**config.mk**
```make
export PLATFORM = sky130hd
export DESIGN_NAME = seg_display_mux
export DESIGN_NICKNAME = d
export VERILOG_FILES = /design/src/rtl/disp_pkg.sv /design/src/rtl/tick_divider.sv /design/src/rtl/seg_display_mux.sv
export SDC_FILE = /design/constraint.sdc
export NUM_CORES = 1
export LEC_CHECK = 0
export CELL_PAD_IN_SITES_DETAIL_PLACEMENT = 1
export CELL_PAD_IN_SITES_GLOBAL_PLACEMENT = 1
export CORE_UTILIZATION = 45
export CTS_CLUSTER_SIZE = 16
export DETAILED_ROUTE_END_ITERATION = 12
export DONT_BUFFER_PORTS = 1
export MAX_ROUTING_LAYER = met4
export PLACE_DENSITY = 0.85
export SETUP_SLACK_MARGIN = 0.5
export SLEW_MARGIN = 20
export SYNTH_ARGS = -nofsm -noshare
export SYNTH_HDL_FRONTEND = slang
export SYNTH_SLANG_ARGS = --single-unit
```
**constraint.sdc**
```tcl
create_clock -name clock -period 5.9 [get_ports clock]
set_input_delay 0.59 -clock clock [delete_from_list [all_inputs] [get_ports clock]]
set_output_delay 0.59 -clock clock [all_outputs]
set_load 0.01 [all_outputs]
```
**src/rtl/disp_pkg.sv**
```systemverilog
// Shared constants and helpers for the multiplexed 7-segment display path.
// Segment bit order is g..a (bit 0 = segment a), active-high.
package disp_pkg;

  localparam int DISP_MAX_DIGITS = 8;

  localparam logic [6:0] SEG_OFF  = 7'h00;
  localparam logic [6:0] SEG_DASH = 7'h40;

  localparam logic [6:0] HEX_SEG [16] = '{
    7'h3F, 7'h06, 7'h5B, 7'h4F, 7'h66, 7'h6D, 7'h7D, 7'h07,
    7'h7F, 7'h6F, 7'h77, 7'h7C, 7'h39, 7'h5E, 7'h79, 7'h71
  };

  function automatic int clog2(input int value);
    int result;
    result = 0;
    for (int i = 0; i < 31; i++) begin
      if ((32'd1 << i) < value) begin
        result = i + 1;
      end
    end
    return result;
  endfunction

  function automatic logic [6:0] hex_to_seg(input logic [3:0] nibble);
    return HEX_SEG[nibble];
  endfunction

endpackage

```
**src/rtl/tick_divider.sv**
```systemverilog
// Free-running divider producing a registered one-cycle tick every DIV cycles.
// The tick is high in the cycle where the internal count sits at DIV-1.
module tick_divider
  import disp_pkg::*;
#(
  parameter int DIV = 2
) (
  input  logic clock,
  input  logic reset,
  output logic tick
);

  localparam int CW = (clog2(DIV) < 1) ? 1 : clog2(DIV);
  localparam logic [CW-1:0] LAST = CW'(DIV - 1);

  logic [CW-1:0] count_r;
  logic [CW-1:0] count_next_s;
  logic          tick_r;

  // next count with wrap at DIV-1
  always_comb begin
    count_next_s = count_r;
    if (count_r == LAST) begin
      count_next_s = '0;
    end else begin
      count_next_s = count_r + CW'(1);
    end
  end

  // count and tick registers
  always_ff @(posedge clock or posedge reset) begin
    if (reset) begin
      count_r <= '0;
      tick_r  <= 1'b0;
    end else begin
      count_r <= count_next_s;
      tick_r  <= (count_next_s == LAST);
    end
  end

  assign tick = tick_r;

endmodule

```
**src/rtl/seg_display_mux.sv**
```systemverilog
// N-digit multiplexed common-anode 7-segment driver with PWM brightness,
// dead time, per-digit blanking/blink and a frame marker.
module seg_display_mux
  import disp_pkg::*;
#(
  parameter int CLK_HZ   = 100000000,
  parameter int DIGITS   = 4,
  parameter int SLOT_HZ  = 800,
  parameter int DEAD_CYC = 2,
  parameter int BRIGHT_W = 4,
  parameter int BLINK_HZ = 2
) (
  input  logic                  clock,
  input  logic                  reset,
  input  logic [7*DIGITS-1:0]   display,
  input  logic [DIGITS-1:0]     dp,
  input  logic [DIGITS-1:0]     blank,
  input  logic [DIGITS-1:0]     blink,
  input  logic [BRIGHT_W-1:0]   brightness,
  output logic [DIGITS-1:0]     an,
  output logic [6:0]            cat,
  output logic                  dp_n,
  output logic                  frame_start
);

  localparam int SLOT_DIV  = CLK_HZ / SLOT_HZ;
  localparam int BLINK_DIV = CLK_HZ / (2 * BLINK_HZ);
  localparam int CNT_W     = (clog2(SLOT_DIV) < 1) ? 1 : clog2(SLOT_DIV);
  localparam int IDX_W     = clog2(DISP_MAX_DIGITS);
  // wide enough that (brightness+1)*SLOT_DIV never overflows
  localparam int WIN_W     = CNT_W + BRIGHT_W + 1;

  localparam logic [IDX_W-1:0]  IDX_LAST = IDX_W'(DIGITS - 1);
  localparam logic [WIN_W-1:0]  DEAD_W   = WIN_W'(DEAD_CYC);
  localparam logic [WIN_W-1:0]  DIV_W    = WIN_W'(SLOT_DIV);
  localparam logic [DIGITS-1:0] AN_ONE   = DIGITS'(1);
  localparam logic [DIGITS-1:0] AN_OFF   = {DIGITS{1'b1}};

  logic                slot_tick_s;
  logic                blink_tick_s;
  logic [CNT_W-1:0]    cnt_r;
  logic [IDX_W-1:0]    idx_r;
  logic                phase_r;

  logic [6:0]          seg_lat_r;
  logic                dp_lat_r;
  logic                blank_lat_r;
  logic                blink_lat_r;
  logic                phase_lat_r;
  logic [BRIGHT_W-1:0] bright_lat_r;

  logic [6:0]          seg_live_s;
  logic                dp_live_s;
  logic                blank_live_s;
  logic                blink_live_s;

  logic [6:0]          seg_s;
  logic                dp_s;
  logic                blank_s;
  logic                blink_s;
  logic                phase_s;
  logic [BRIGHT_W-1:0] bright_s;

  logic [WIN_W-1:0]    on_win_s;
  logic [WIN_W-1:0]    cnt_wide_s;
  logic                lit_s;
  logic [DIGITS-1:0]   an_lit_s;

  logic [DIGITS-1:0]   an_r;
  logic [6:0]          cat_r;
  logic                dp_n_r;
  logic                frame_start_r;

  tick_divider #(.DIV(SLOT_DIV)) u_slot_div (
    .clock (clock),
    .reset (reset),
    .tick  (slot_tick_s)
  );

  tick_divider #(.DIV(BLINK_DIV)) u_blink_div (
    .clock (clock),
    .reset (reset),
    .tick  (blink_tick_s)
  );

  // slot counter and digit index
  always_ff @(posedge clock or posedge reset) begin
    if (reset) begin
      cnt_r <= '0;
      idx_r <= '0;
    end else if (slot_tick_s) begin
      cnt_r <= '0;
      if (idx_r == IDX_LAST) begin
        idx_r <= '0;
      end else begin
        idx_r <= idx_r + IDX_W'(1);
      end
    end else begin
      cnt_r <= cnt_r + CNT_W'(1);
    end
  end

  // free-running blink phase
  always_ff @(posedge clock or posedge reset) begin
    if (reset) begin
      phase_r <= 1'b0;
    end else if (blink_tick_s) begin
      phase_r <= ~phase_r;
    end else begin
      phase_r <= phase_r;
    end
  end

  assign seg_live_s   = 7'(display >> (32'd7 * 32'(idx_r)));
  assign dp_live_s    = 1'(dp >> idx_r);
  assign blank_live_s = 1'(blank >> idx_r);
  assign blink_live_s = 1'(blink >> idx_r);

  // slot data latch, taken once at the start of every slot
  always_ff @(posedge clock or posedge reset) begin
    if (reset) begin
      seg_lat_r    <= SEG_OFF;
      dp_lat_r     <= 1'b0;
      blank_lat_r  <= 1'b1;
      blink_lat_r  <= 1'b0;
      phase_lat_r  <= 1'b0;
      bright_lat_r <= '0;
    end else if (cnt_r == '0) begin
      seg_lat_r    <= seg_live_s;
      dp_lat_r     <= dp_live_s;
      blank_lat_r  <= blank_live_s;
      blink_lat_r  <= blink_live_s;
      phase_lat_r  <= phase_r;
      bright_lat_r <= brightness;
    end else begin
      seg_lat_r    <= seg_lat_r;
      dp_lat_r     <= dp_lat_r;
      blank_lat_r  <= blank_lat_r;
      blink_lat_r  <= blink_lat_r;
      phase_lat_r  <= phase_lat_r;
      bright_lat_r <= bright_lat_r;
    end
  end

  // first slot cycle sees the values being latched; later cycles see the latch
  always_comb begin
    seg_s    = seg_lat_r;
    dp_s     = dp_lat_r;
    blank_s  = blank_lat_r;
    blink_s  = blink_lat_r;
    phase_s  = phase_lat_r;
    bright_s = bright_lat_r;
    if (cnt_r == '0) begin
      seg_s    = seg_live_s;
      dp_s     = dp_live_s;
      blank_s  = blank_live_s;
      blink_s  = blink_live_s;
      phase_s  = phase_r;
      bright_s = brightness;
    end else begin
      seg_s    = seg_lat_r;
      dp_s     = dp_lat_r;
      blank_s  = blank_lat_r;
      blink_s  = blink_lat_r;
      phase_s  = phase_lat_r;
      bright_s = bright_lat_r;
    end
  end

  assign cnt_wide_s = WIN_W'(cnt_r);
  assign on_win_s   = ((WIN_W'(bright_s) + WIN_W'(1)) * DIV_W) >> BRIGHT_W;
  assign lit_s      = !blank_s && !(blink_s && phase_s) &&
                      (cnt_wide_s >= DEAD_W) && (cnt_wide_s < on_win_s);
  assign an_lit_s   = ~(AN_ONE << idx_r);

  // registered pin drivers
  always_ff @(posedge clock or posedge reset) begin
    if (reset) begin
      an_r          <= AN_OFF;
      cat_r         <= 7'h7F;
      dp_n_r        <= 1'b1;
      frame_start_r <= 1'b0;
    end else begin
      frame_start_r <= (cnt_r == '0) && (idx_r == '0);
      if (lit_s) begin
        an_r   <= an_lit_s;
        cat_r  <= ~seg_s;
        dp_n_r <= ~dp_s;
      end else begin
        an_r   <= AN_OFF;
        cat_r  <= 7'h7F;
        dp_n_r <= 1'b1;
      end
    end
  end

  assign an          = an_r;
  assign cat         = cat_r;
  assign dp_n        = dp_n_r;
  assign frame_start = frame_start_r;

endmodule
```
Word-level counts from Yosys, hierarchy flattened. Cells that the tools add are included.

Reduce and logical (&&, ||, !) cells: 9. Bitwise operators: 4. Equal/unequal tests: 5. Mux-type cells: 13. Multiply operators: 2. Shifts and indexed selects: 5. Order comparisons: 2. Add/subtract/negate cells: 5.

Operators with widths (count): == test 25 bit, second input constant (2); adder 17 x 1 -> 17 bit, second input constant (2); == test 17 bit, second input constant (2); two-way mux 17 bit (2); right shift 28 x 6 -> 7 bit (1); adder 25 x 1 -> 25 bit, second input constant (1); two-way mux 25 bit (1); multiplier 5 x 14 -> 19 bit, second input constant (1); less-than comparator 17 x 18 -> 1 bit (1); greater-or-equal comparator 17 x 2 -> 1 bit, second input constant (1); zero test 17 bit (1); two-way mux 7 bit (2); right shift 4 x 3 -> 1 bit (3); two-way mux 4 bit (2); NOT 7 bit (1); multiplier 3 x 3 -> 6 bit, first input constant (1); adder 4 x 1 -> 5 bit, second input constant (1); logical AND 1 bit (5); two-way mux 1 bit (5); NOT 4 bit (1); << shifter 1 x 3 -> 4 bit, first input constant (1); adder 3 x 1 -> 3 bit, second input constant (1); == test 3 x 2 -> 1 bit, second input constant (1); zero test 3 bit (1); 3 further kinds (5).

Logic and storage cells: 62. Flip-flop bits (word level): 93. Bits of input ports: 46. Output and inout port bits: 13.

Depth between registers and ports, before layout.
Depth in word-level cells: 8. Depth in mapped cells: 30. Depth with buffers taken out: 26.

Cells and area by module. Synthesis repeated with hierarchy kept, for this count alone.

Cell total of the unflattened synthesis: 616. Area, all modules: 6165.9 µm².

By module, submodules not included: seg_display_mux (times used 1, cells an instance 388, area an instance 3852.4 µm²); tick_divider at u_blink_div (times used 1, cells an instance 135, area an instance 1365.1 µm²); tick_divider at u_slot_div (times used 1, cells an instance 93, area an instance 948.4 µm²).

Worst setup path after synthesis. No wires, ideal clock.

Path kind: register to register. Start: register cnt_r[9]. End: register an_r[2] (netlist: an[2]). Setup time: 0.084 ns. Path slack: -0.347 ns. Arrival time: 6.162 ns. Clock period less this slack: 6.247 ns. Required time: 5.816 ns. Stages on the path, launching flop included: 27. Buffers on the path: 2. Path through: dfrtp_1 or4_1 nor2_1 nand4_1 clkbuf_1 nand2_1 nand2_1 ha_1 xnor2_1 inv_1 fa_1 fa_1 inv_1 ha_1 ha_1 a21o_1 a221oi_1 o21ai_0 xnor2_1 ha_1 a22oi_1 nand2_1 a31oi_1 o21ai_0 a31oi_2 buf_2 nand3b_1.

Elaborated cells between the ends (all ways): 16. Classes of those cells: add/sub (1); mul (1); order compare (2); mux (5); reduce/logical (7).

RTL lines: start: declaration (RTL line seg_display_mux.sv:41) `logic [CNT_W-1:0] cnt_r;`; start signal: assignment (RTL line seg_display_mux.sv:99) `cnt_r <= cnt_r + CNT_W'(1);`; zero test 17 bit (RTL line seg_display_mux.sv:153) `if (cnt_r == '0) begin`; two-way mux 4 bit; named net bright_s[1] (RTL line seg_display_mux.sv:62) `logic [BRIGHT_W-1:0] bright_s;`; adder 4 x 1 -> 5 bit (RTL line seg_display_mux.sv:171) `assign on_win_s = ((WIN_W'(bright_s) + WIN_W'(1)) * DIV_W) >> BRIGHT_W;`; multiplier 5 x 14 -> 19 bit (RTL line seg_display_mux.sv:171); less-than comparator 17 x 18 -> 1 bit (RTL line seg_display_mux.sv:173) `(cnt_wide_s >= DEAD_W) && (cnt_wide_s < on_win_s);`; logical AND 1 bit (RTL line seg_display_mux.sv:173); two-way mux 4 bit (RTL line seg_display_mux.sv:185) `if (lit_s) begin`; end signal: assignment (RTL line seg_display_mux.sv:186) `an_r <= an_lit_s;`; end: declaration (RTL line seg_display_mux.sv:69) `logic [DIGITS-1:0] an_r;`.

The timed path passes the listed nets, and every way through them passes these cells. A chain may end at the register's enable or synchronous reset.

Worst setup path in the final report.
Start: register cnt_r[12]. End: register an_r[0] (netlist: an[0]).

Cells in the longest elaborated chain, start to end: 8. Elaborated cells between the ends (all ways): 16. Classes of those cells: add/sub (1); mul (1); order compare (2); mux (5); reduce/logical (7).

RTL lines (RTL line): parallel branches: the longest is 6 deep, another holds multiplier 5 x 14 -> 19 bit; logical AND 1 bit (*) (seg_display_mux.sv:173); two-way mux 4 bit (*) (seg_display_mux.sv:185).

Mark *: on every way between the ends.

==> impl_metrics.py <==
metrics = {
    "synthesis": {
        "synth_edf_count": 0,
        "synthFlopType": "dfrtp_1",
        "ys_seq_area_share_pct": 39.2,
        "syn_inst": 616,
        "synth_cell_type_count": 60,
        "async_flop_share_pct": 100,
        "ys_ff_latch": 93,
        "syn_area_per_cell_um2": 9.72,
        "syn-num-nets": 717,
        "yosysWarnings": 0,
        "synth_area_um2": 5990,
    },
    "placed_design": {
        "place_ws_ns": -0.415,
        "place_area_um2": 6380,
        "place_hpwl_mm": 12.1,
        "dp.cells": 790,
        "port-buffer-count": 0,
        "gp_congestion": 0.847,
    },
    "cts": {
        "cts_root_buffer": "clkbuf_16",
        "htreeDepth": 3,
        "clock_latency_ns": 0.35,
        "cts_buffers": 9,
        "tritoncts": "done",
        "cts.path.max_buffers": 2,
        "clock-sinks": 93,
        "path_clk_slew_ns": 0.07,
    },
    "route": {
        "viasPerCell": 6.09,
        "first_iter_violations": 306,
        "drt.antenna.violating_nets": 0,
        "drc": 0,
        "drt_pass1_iterations": 6,
        "post_drt_wl_per_cell_um": 23.2,
        "vias": 5142,
        "wl_mm": 19.6,
    },
    "run_status": {
        "violations": "setup timing",
        "outcome": "finished, violations left",
    },
    "timing": {
        "fin_crit_ns": 5.95,
        "worst_slack_ns": -0.0501,
        "finalSetupViolations": 7,
        "rsz0062_at_grt": "yes",
        "finalClockSkew_ns": 0.00561,
        "fmax_mhz": 168,
        "finalCritPeriodShare_pct": 101,
        "slew_headroom_pct": 31.8,
        "worst_pin_slew_ns": 1.01,
        "hold_viol_final": 0,
        "report.final.slew_viol_count": 0,
    },
    "finish": {
        "final_cells": 845,
        "finalNetCount": 769,
        "final_util_pct": 55.9,
        "final_common_cell": "dfrtp_1",
        "drive_gt1_share_pct": 21.5,
        "final_cell_mix": "dfrtp_1, nor2_1, nand2_1",
        "area_growth_pct": 19.3,
        "fillers": 1383,
        "final_area_um2": 7140,
        "diodes": 0,
    },
    "global_routing": {
        "grt_max_degree": 81,
        "grtUsageTotal_pct": 29.9,
        "grt_pass1_wl_mm": 30.9,
        "antenna_found_initial": 0,
        "overflow": 0,
        "grt_pass1_vias": 5818,
    },
    "power": {
        "total_power_w": 0.00164,
        "power_density_nw_per_um2": 230,
        "leakagePower_nw": 3.20,
        "peakVddDrop_v": 0.000232,
    },
    "worst_setup_path": {
        "critPathCaptureType": "flip-flop",
        "crit_type": "reg2reg",
        "critical_path_required_ns": 6.15,
        "cp_data_arrival_time_ns": 6.20,
        "path_max_fanout": 6,
        "start_kind": "flip-flop",
    },
    "floorplan": {
        "ios": 59,
        "die_area_um2": 13800,
        "die_height_um": 117,
        "start_util_pct": 46.9,
        "rows": 41,
        "die_w_um": 117,
        "core_area_um2": 12800,
    },
    "worst_hold_path": {
        "hold_class": "in2async",
    },
    "flow_run": {
        "cap_violations": 0,
    },
}
what timing repair did:
item / 4_1_cts / 5_1_grt
gates cloned: 2 / 0
endpoints found under the setup margin: 12 / 12
setup buffers: 34 / 3
hold buffers: 0 / 0
pin swaps: 25 / 7
resized for setup: 32 / 6
synthesized netlist by cell type (all sizes together) (12+ instances only):
library cell	instances	area (um2)
ha	49	613
dfstp	13	342
nand3	33	165
nand2	67	251
dfrtp	80	2000
nor2	65	244
o21ai	16	83.8
xor2	33	289
nand3b	17	128
nand4	17	113
nor3	14	75.1
inv	31	116
a21oi	17	85.1
xnor2	37	324
and3	12	80.1
stage by stage:
stage	TNS (ns)	hold WS (ns)
5_1_grt	-1.41	0.0428
3_3_place_gp	0	0.396
3_5_place_dp	-3.95	0.405
6_report	-0.197	0.0360
4_1_cts	0	0.0265
2_1_floorplan	0	0.417
final cells by class:
cell class	instances	area (um2)	share of cell area [%]
Multi-Input combinational cell	476	3740	52.4
Sequential cell	93	2350	32.9
Timing Repair Buffer	57	437	6.12
Clock buffer	11	243	3.40
Tap cell	172	215	3.01
Inverter	31	118	1.65
Clock inverter	5	41.3	0.578
sequential cells by signal (all words and copies together) (netlist names), 3 cells and up:
name	count
an	4
bright_lat_r	4
cat	7
cnt_r	17
idx_r	3
seg_lat_r	7
u_blink_div.count_r	25
u_slot_div.count_r	17
critical path, cell delays in order, from the launching register on:
cell and delay [ns]:
dfrtp_1 0.45, nor4_4 0.51, and4_4 0.41, mux2i_2 0.26, buf_4 0.19, xnor2_4 0.14, inv_2 0.09, fa_2 0.46
fa_1 0.56, inv_2 0.05, ha_4 0.26, ha_4 0.20, a21o_1 0.22, a221oi_4 0.31, o21ai_2 0.09, xnor2_1 0.18
ha_1 0.28, a22oi_2 0.19, nand2_1 0.09, a31oi_1 0.19, o21ai_1 0.13, a31oi_4 0.26, buf_6 0.17, nand3b_1 0.14
cell families (layout without fill, tap and decap cells):
| kind of cell | Yosys count | after routing | share of synthesized area [%] |
|---|---|---|---|
| AOI/OAI and AO/OA | 62 | 62 | 6.75 |
| muxes | 17 | 17 | 4.97 |
| buffers and inverters | 48 | 104 | 3.20 |
| xor gates and xnor gates | 70 | 70 | 10.2 |
| DFF | 93 | 93 | 39.2 |
| adders and majority gates | 55 | 55 | 12.2 |
| and+or+nand+nor | 271 | 272 | 23.4 |
per-layer routing:
| metal | track usage [%] | part of all wire (%) | up-vias |
|---|---|---|---|
| met5 | - | 0 | - |
| met4 | 16.6 | 5.2 | 0 |
| met3 | 6.13 | 4.3 | 82 |
| met2 | 52.1 | 54 | 181 |
| met1 | 31.5 | 37 | 2610 |
| li1 | - | - | 2269 |
worst paths after layout:
check,startpoint,endpoint,slack (ns),cells after the start
worst max-delay path,cnt_r[12],an[0],-0.05,23
worst min-delay path,reset,u_blink_div.count_r[3],0.04,1
worst max register to register,cnt_r[12],an[0],-0.05,23
worst min register to register,u_blink_div.tick,phase_r,0.44,1
max in group asynchronous,reset,cnt_r[0],4.83,2
min in group clock,u_blink_div.tick,phase_r,0.44,1
power breakdown:
group | internal, W | total, W | leakage, nW | switching (W)
combinational | 0.000191 | 0.000415 | 1.89 | 0.000224
clock | 0.000303 | 0.000572 | 0.138 | 0.000270
sequential | 0.000648 | 0.000656 | 1.18 | 0.00000794
total | 0.00114 | 0.00164 | 3.20 | 0.000502
(Power assumes the default switching activity.)
